==> config.mk <==
export PLATFORM = sky130hd
export DESIGN_NAME = serial_alu
export DESIGN_NICKNAME = d
export VERILOG_FILES = /design/src/rtl/serial_alu.sv
export SDC_FILE = /design/constraint.sdc
export NUM_CORES = 1
export LEC_CHECK = 0
export CORE_AREA = 2 2 93 139
export DETAILED_ROUTE_END_ITERATION = 12
export DIE_AREA = 0 0 95 141
export GPL_TIMING_DRIVEN = 0
export PLACE_DENSITY = 0.78
export SLEW_MARGIN = 20
export SYNTH_ARGS = -nofsm -noshare
export SYNTH_HDL_FRONTEND = slang
export SYNTH_SLANG_ARGS = --single-unit
==> constraint.sdc <==
create_clock -name clk_i -period 3.35 [get_ports clk_i]
set_input_delay 0.5025 -clock clk_i [delete_from_list [all_inputs] [get_ports clk_i]]
set_output_delay 0.5025 -clock clk_i [all_outputs]
set_load 0.1 [all_outputs]
==> src/rtl/serial_alu.sv <==
// serial_alu: bit-serial ALU that reuses one 1-bit slice over WIDTH clocks, LSB first.
// It accepts an operation on start_i and returns the result and flags with a single valid_o pulse.
//   clk_i      clock, rising edge
//   rst_i      synchronous active-high reset
//   start_i    request; accepted only while idle
//   src1_i     operand A, sampled on acceptance
//   src2_i     operand B, sampled on acceptance
//   ctrl_i     {A_invert, B_invert, slice_op[1:0]}, sampled on acceptance
//   result_o   result of the last completed operation
//   zero_o     result_o == 0
//   cout_o     carry out of the MSB (ADD/SUB only)
//   overflow_o signed overflow (ADD/SUB only)
//   valid_o    one-cycle pulse when result_o and the flags are updated
//   busy_o     operation in progress
module serial_alu #(
    parameter int unsigned WIDTH = 32
) (
    input  logic             clk_i,
    input  logic             rst_i,
    input  logic             start_i,
    input  logic [WIDTH-1:0] src1_i,
    input  logic [WIDTH-1:0] src2_i,
    input  logic [3:0]       ctrl_i,
    output logic [WIDTH-1:0] result_o,
    output logic             zero_o,
    output logic             cout_o,
    output logic             overflow_o,
    output logic             valid_o,
    output logic             busy_o
);

    localparam int unsigned CNT_W = $clog2(WIDTH);

    typedef enum logic [1:0] {
        S_IDLE,
        S_RUN,
        S_FIX,
        S_DONE
    } state_t;

    state_t             r_state;
    logic [CNT_W-1:0]   r_cnt;
    logic [WIDTH-1:0]   r_a;
    logic [WIDTH-1:0]   r_b;
    logic [WIDTH-1:0]   r_shift;
    logic [3:0]         r_ctrl;
    logic               r_carry;
    logic               r_carry_msb;   // carry into the MSB slice
    logic               r_sum_msb;     // adder sum bit of the MSB slice

    logic               w_a;
    logic               w_b;
    logic               w_sum;
    logic               w_bit;
    logic               w_carry_next;
    logic               w_last;
    logic               w_arith;
    logic               w_slt;
    logic               w_supported;
    logic               w_less;
    logic [WIDTH-1:0]   w_shift_next;
    logic [WIDTH-1:0]   w_res_load;

    // One-bit slice operating on the current LSB of the operand shift registers
    assign w_a          = r_a[0] ^ r_ctrl[3];
    assign w_b          = r_b[0] ^ r_ctrl[2];
    assign w_sum        = w_a ^ w_b ^ r_carry;
    assign w_carry_next = (w_a & w_b) | ((w_a ^ w_b) & r_carry);

    always_comb begin
        w_bit = 1'b0;
        case (r_ctrl[1:0])
            2'b00:   w_bit = w_a & w_b;
            2'b01:   w_bit = w_a | w_b;
            2'b10:   w_bit = w_sum;
            default: w_bit = 1'b0;   // LESS contributes 0 until FIX
        endcase
    end

    assign w_shift_next = {w_bit, r_shift[WIDTH-1:1]};
    assign w_last       = (r_cnt == CNT_W'(WIDTH - 1));

    assign w_arith     = (r_ctrl == 4'b0010) || (r_ctrl == 4'b0110);
    assign w_slt       = (r_ctrl == 4'b0111);
    assign w_supported = (r_ctrl == 4'b0000) || (r_ctrl == 4'b0001) || w_arith
                       || w_slt || (r_ctrl == 4'b1100);
    assign w_res_load  = w_supported ? w_shift_next : '0;

    // Signed less-than: sign of A-B corrected by the subtraction's overflow
    assign w_less = r_sum_msb ^ (r_carry_msb ^ r_carry);

    // Control FSM and datapath with registered outputs
    always_ff @(posedge clk_i) begin
        if (rst_i) begin
            r_state     <= S_IDLE;
            r_cnt       <= '0;
            r_a         <= '0;
            r_b         <= '0;
            r_shift     <= '0;
            r_ctrl      <= '0;
            r_carry     <= 1'b0;
            r_carry_msb <= 1'b0;
            r_sum_msb   <= 1'b0;
            result_o    <= '0;
            zero_o      <= 1'b0;
            cout_o      <= 1'b0;
            overflow_o  <= 1'b0;
            valid_o     <= 1'b0;
            busy_o      <= 1'b0;
        end else begin
            valid_o <= 1'b0;
            case (r_state)
                S_IDLE: begin
                    if (start_i) begin
                        r_a     <= src1_i;
                        r_b     <= src2_i;
                        r_ctrl  <= ctrl_i;
                        r_carry <= ctrl_i[2];
                        r_cnt   <= '0;
                        r_shift <= '0;
                        busy_o  <= 1'b1;
                        r_state <= S_RUN;
                    end
                end
                S_RUN: begin
                    r_a     <= r_a >> 1;
                    r_b     <= r_b >> 1;
                    r_shift <= w_shift_next;
                    r_carry <= w_carry_next;
                    r_cnt   <= r_cnt + CNT_W'(1);
                    if (w_last) begin
                        r_carry_msb <= r_carry;
                        r_sum_msb   <= w_sum;
                        if (w_slt) begin
                            r_state <= S_FIX;
                        end else begin
                            result_o   <= w_res_load;
                            zero_o     <= (w_res_load == '0);
                            cout_o     <= w_arith & w_carry_next;
                            overflow_o <= w_arith & (r_carry ^ w_carry_next);
                            valid_o    <= 1'b1;
                            r_state    <= S_DONE;
                        end
                    end
                end
                S_FIX: begin
                    result_o   <= WIDTH'(w_less);
                    zero_o     <= ~w_less;
                    cout_o     <= 1'b0;
                    overflow_o <= 1'b0;
                    valid_o    <= 1'b1;
                    r_state    <= S_DONE;
                end
                S_DONE: begin
                    busy_o  <= 1'b0;
                    r_state <= S_IDLE;
                end
                default: r_state <= S_IDLE;
            endcase
        end
    end

endmodule

==> flow_metrics.env <==
export IMPL_start_util=0.4825
export IMPL_synthArstFlopShare=0
export IMPL_yosysTopAreaCell="dfxtp_1"
export IMPL_clkPwrFrac=0.281
export IMPL_irDropWorstVdd_mv=0.5590
export IMPL_maxCapViolations=0
export IMPL_die_w_um=95
export IMPL_synth_top_area_frac=0.4915
export IMPL_cts_buffers=17
export IMPL_synth_area_um2=5947
export IMPL_tns_ns=0
export IMPL_grt_pass1_vias=5040
export IMPL_wl_per_cell_um=15.59
export IMPL_post_cts_buffers=0
export IMPL_p_sw_uw=2302
export IMPL_vias=5010
export IMPL_yosys_top_cells_area="dfxtp_1 (49%), nor2_1 (6.8%), a211oi_2 (6.3%)"
export IMPL_ys_types=43
export IMPL_avgSynthCellArea_um2=9.928
export IMPL_cpMaxStageDelayCell="clkdlybuf4s50_1"
export IMPL_path_cells="clkdlybuf4s50_1"
export IMPL_utilization=0.6292
export IMPL_coreArea_um2=12320
export IMPL_grt_overflow=0
export IMPL_multi_input_area_um2=2715
export IMPL_ant_nets=0
export IMPL_worst_endpoint_required_ns=2.85
export IMPL_place_congestion=0.8429
export IMPL_fin_skew_ns=0.006204
export IMPL_postSynthCellCount=599
export IMPL_arrival_ns=1.93
export IMPL_antennaDiodeCount=0
export IMPL_worstPathMaxFanout=2
export IMPL_fin_crit_sh=0.7256
export IMPL_endpoint_kind="output port"
export IMPL_dieArea_um2=13400
export IMPL_fmax_mhz=411.4
export IMPL_power_frac_comb=0.350
export IMPL_powerDensity_nw_per_um2=835.0
export IMPL_clock_sinks=146
export IMPL_synth_edf_count=0
export IMPL_syn_nets=679
export IMPL_slew_viol_final=0
export IMPL_design_final_nets=803
export IMPL_cts_buffer_depth=2
export IMPL_hold_viol=0
export IMPL_yosysWarnings=0
export IMPL_yosys_register_bits=146
export IMPL_internal_power_uw=4174
export IMPL_cts_tree="built"
export IMPL_io_pin_count=108
export IMPL_clk_pin_slew_worst_paths_ns=0.06
export IMPL_critical_path_buf_inv_count=1
export IMPL_grt_pass1_wl_mm=23.43
export IMPL_die_h_um=141
export IMPL_finalWirelength_mm=13.89
export IMPL_grt_max_degree=17
export IMPL_antenna_found_initial=0
export IMPL_portBuffers=105
export IMPL_drive_gt1_frac=0.1388
export IMPL_area_delta_synth_final_pct=30.40
export IMPL_insertion_delay_ns=0.41
export IMPL_switching_share=0.3555
export IMPL_hold_buffers=0
export IMPL_fillers=1032
export IMPL_firstDrtPassIters=5
export IMPL_rsz0062_at_grt="false"
export IMPL_placementRows=50
export IMPL_slew_headroom=0.3333
export IMPL_setup_worst_path_class="reg -> out"
export IMPL_finalSetupViolations=0
export IMPL_slowest_delay_ns=1.15
export IMPL_seq_area_um2=2923
export IMPL_ctsRootBufferMaster="clkbuf_16"
export IMPL_min_period_ns=2.431
export IMPL_status="finished, final reports clean"
export IMPL_cp_start_kind="register"
export IMPL_dp_hpwl_mm=10.13
export IMPL_leakagePower_uw=0.002899
export IMPL_regToRegSetupSlack_ns=1.00
export IMPL_grt_usage=0.2176
export IMPL_seqPwrFrac=0.369
export IMPL_ys_seq_area_frac=0.4915
export IMPL_cts_resized=0
export IMPL_hp_class="in -> reg"
export IMPL_via_per_inst=5.623
export IMPL_worst_pin_slew_ns=0.9970
export IMPL_post_route_drc_count=0
export IMPL_synth_top_flop_cell="dfxtp_1"
export IMPL_drtIter0Drc=199
export IMPL_htree_levels=4
export IMPL_cp_top_family="buffers and inverters"
metal layers:
metal | routed length (µm) | track usage | vias to the layer above
met5 | 0 | 0 | -
met4 | 245 | 0.07628 | 0
met3 | 818 | 0.05131 | 21
met2 | 7319 | 0.4005 | 162
met1 | 5505 | 0.2385 | 2390
li1 | - | - | 2437
path summary, 6_finish.rpt:
check | endpoint | start | cells after the start
max | zero_o | zero_o | 1
min | r_ctrl[2] | start_i | 3
max reg2reg | zero_o | r_ctrl[3] | 7
min reg2reg | result_o[18] | result_o[18] | 1
synth_stat cells (2+ instances only):
library cell / n
dfxtp_1: 146
nor2_1: 107
mux2i_1: 36
a22oi_1: 35
a22o_1: 31
nor3_1: 31
a211oi_2: 30
o22ai_1: 29
buf_2: 28
nand2_1: 15
a21oi_1: 13
clkbuf_1: 10
nor4_1: 9
buf_6: 8
ha_1: 8
inv_1: 7
nand3_1: 7
nand2b_1: 6
a211oi_1: 5
xor2_1: 5
nand4_1: 3
o21a_1: 3
a311oi_1: 2
and2_1: 2
buf_1: 2
nand3b_1: 2
o211ai_1: 2
o21ai_0: 2
layout make-up:
class | instances | area share
Buffer | 49 | 0.03646
Clock buffer | 21 | 0.05808
Clock inverter | 10 | 0.01436
Inverter | 7 | 0.003388
Multi-Input combinational cell | 397 | 0.3501
Sequential cell | 146 | 0.3769
Tap cell | 156 | 0.02517
Timing Repair Buffer | 105 | 0.1355
sequential cells by signal (all words and copies together), names as in the netlist:
signal       flops
busy_o           1
cout_o           1
overflow_o       1
r_a             32
r_b             32
r_carry          1
r_carry_msb      1
r_cnt            5
r_ctrl           4
r_shift         31
r_state          2
r_sum_msb        1
result_o        32
valid_o          1
zero_o           1
power groups by stage:
stage	clock network, µW	registers (µW)	logic (µW)
after floorplan	0	2430	1710
after global placement	0	2390	2170
after detailed placement	0	2420	2270
after CTS	1840	2390	2280
after global routing	1910	2440	2520
final	1820	2390	2260
layout by cell type (no fill, tap or decap), types with 15 or more instances in the layout:
| master | n |
|---|---|
| nor3_1 | 31 |
| buf_2 | 28 |
| clkbuf_16 | 17 |
| dfxtp_1 | 146 |
| a22o_1 | 31 |
| o22ai_1 | 29 |
| nand2_1 | 15 |
| mux2i_1 | 36 |
| a22oi_1 | 35 |
| a211oi_2 | 30 |
| clkdlybuf4s50_1 | 105 |
| nor2_1 | 107 |
metrics by stage:
step           hold slack (ns)  area, µm²  power [µW]  cells  setup slack [ns]
2_1_floorplan           0.4534       5947        4142    599             1.353
3_3_place_gp            0.4544       7193        4564    860             1.090
3_5_place_dp            0.4539       7193        4683    860            0.9876
4_1_cts                 0.4129       7755        6507    891            0.9152
5_1_grt                 0.4624       7755        6863    891            0.7702
6_report                0.4210       7755        6476    891            0.9191
kinds of logic after synthesis:
family / count (synthesis) / synth area share
mux: 37 / 0.06312
simple gates: 187 / 0.1397
buf+inv: 56 / 0.05197
compound gates: 157 / 0.2207
xor+xnor: 7 / 0.01283
flops: 146 / 0.4915
fa+ha+maj: 9 / 0.02020
(Power assumes the default switching activity.)
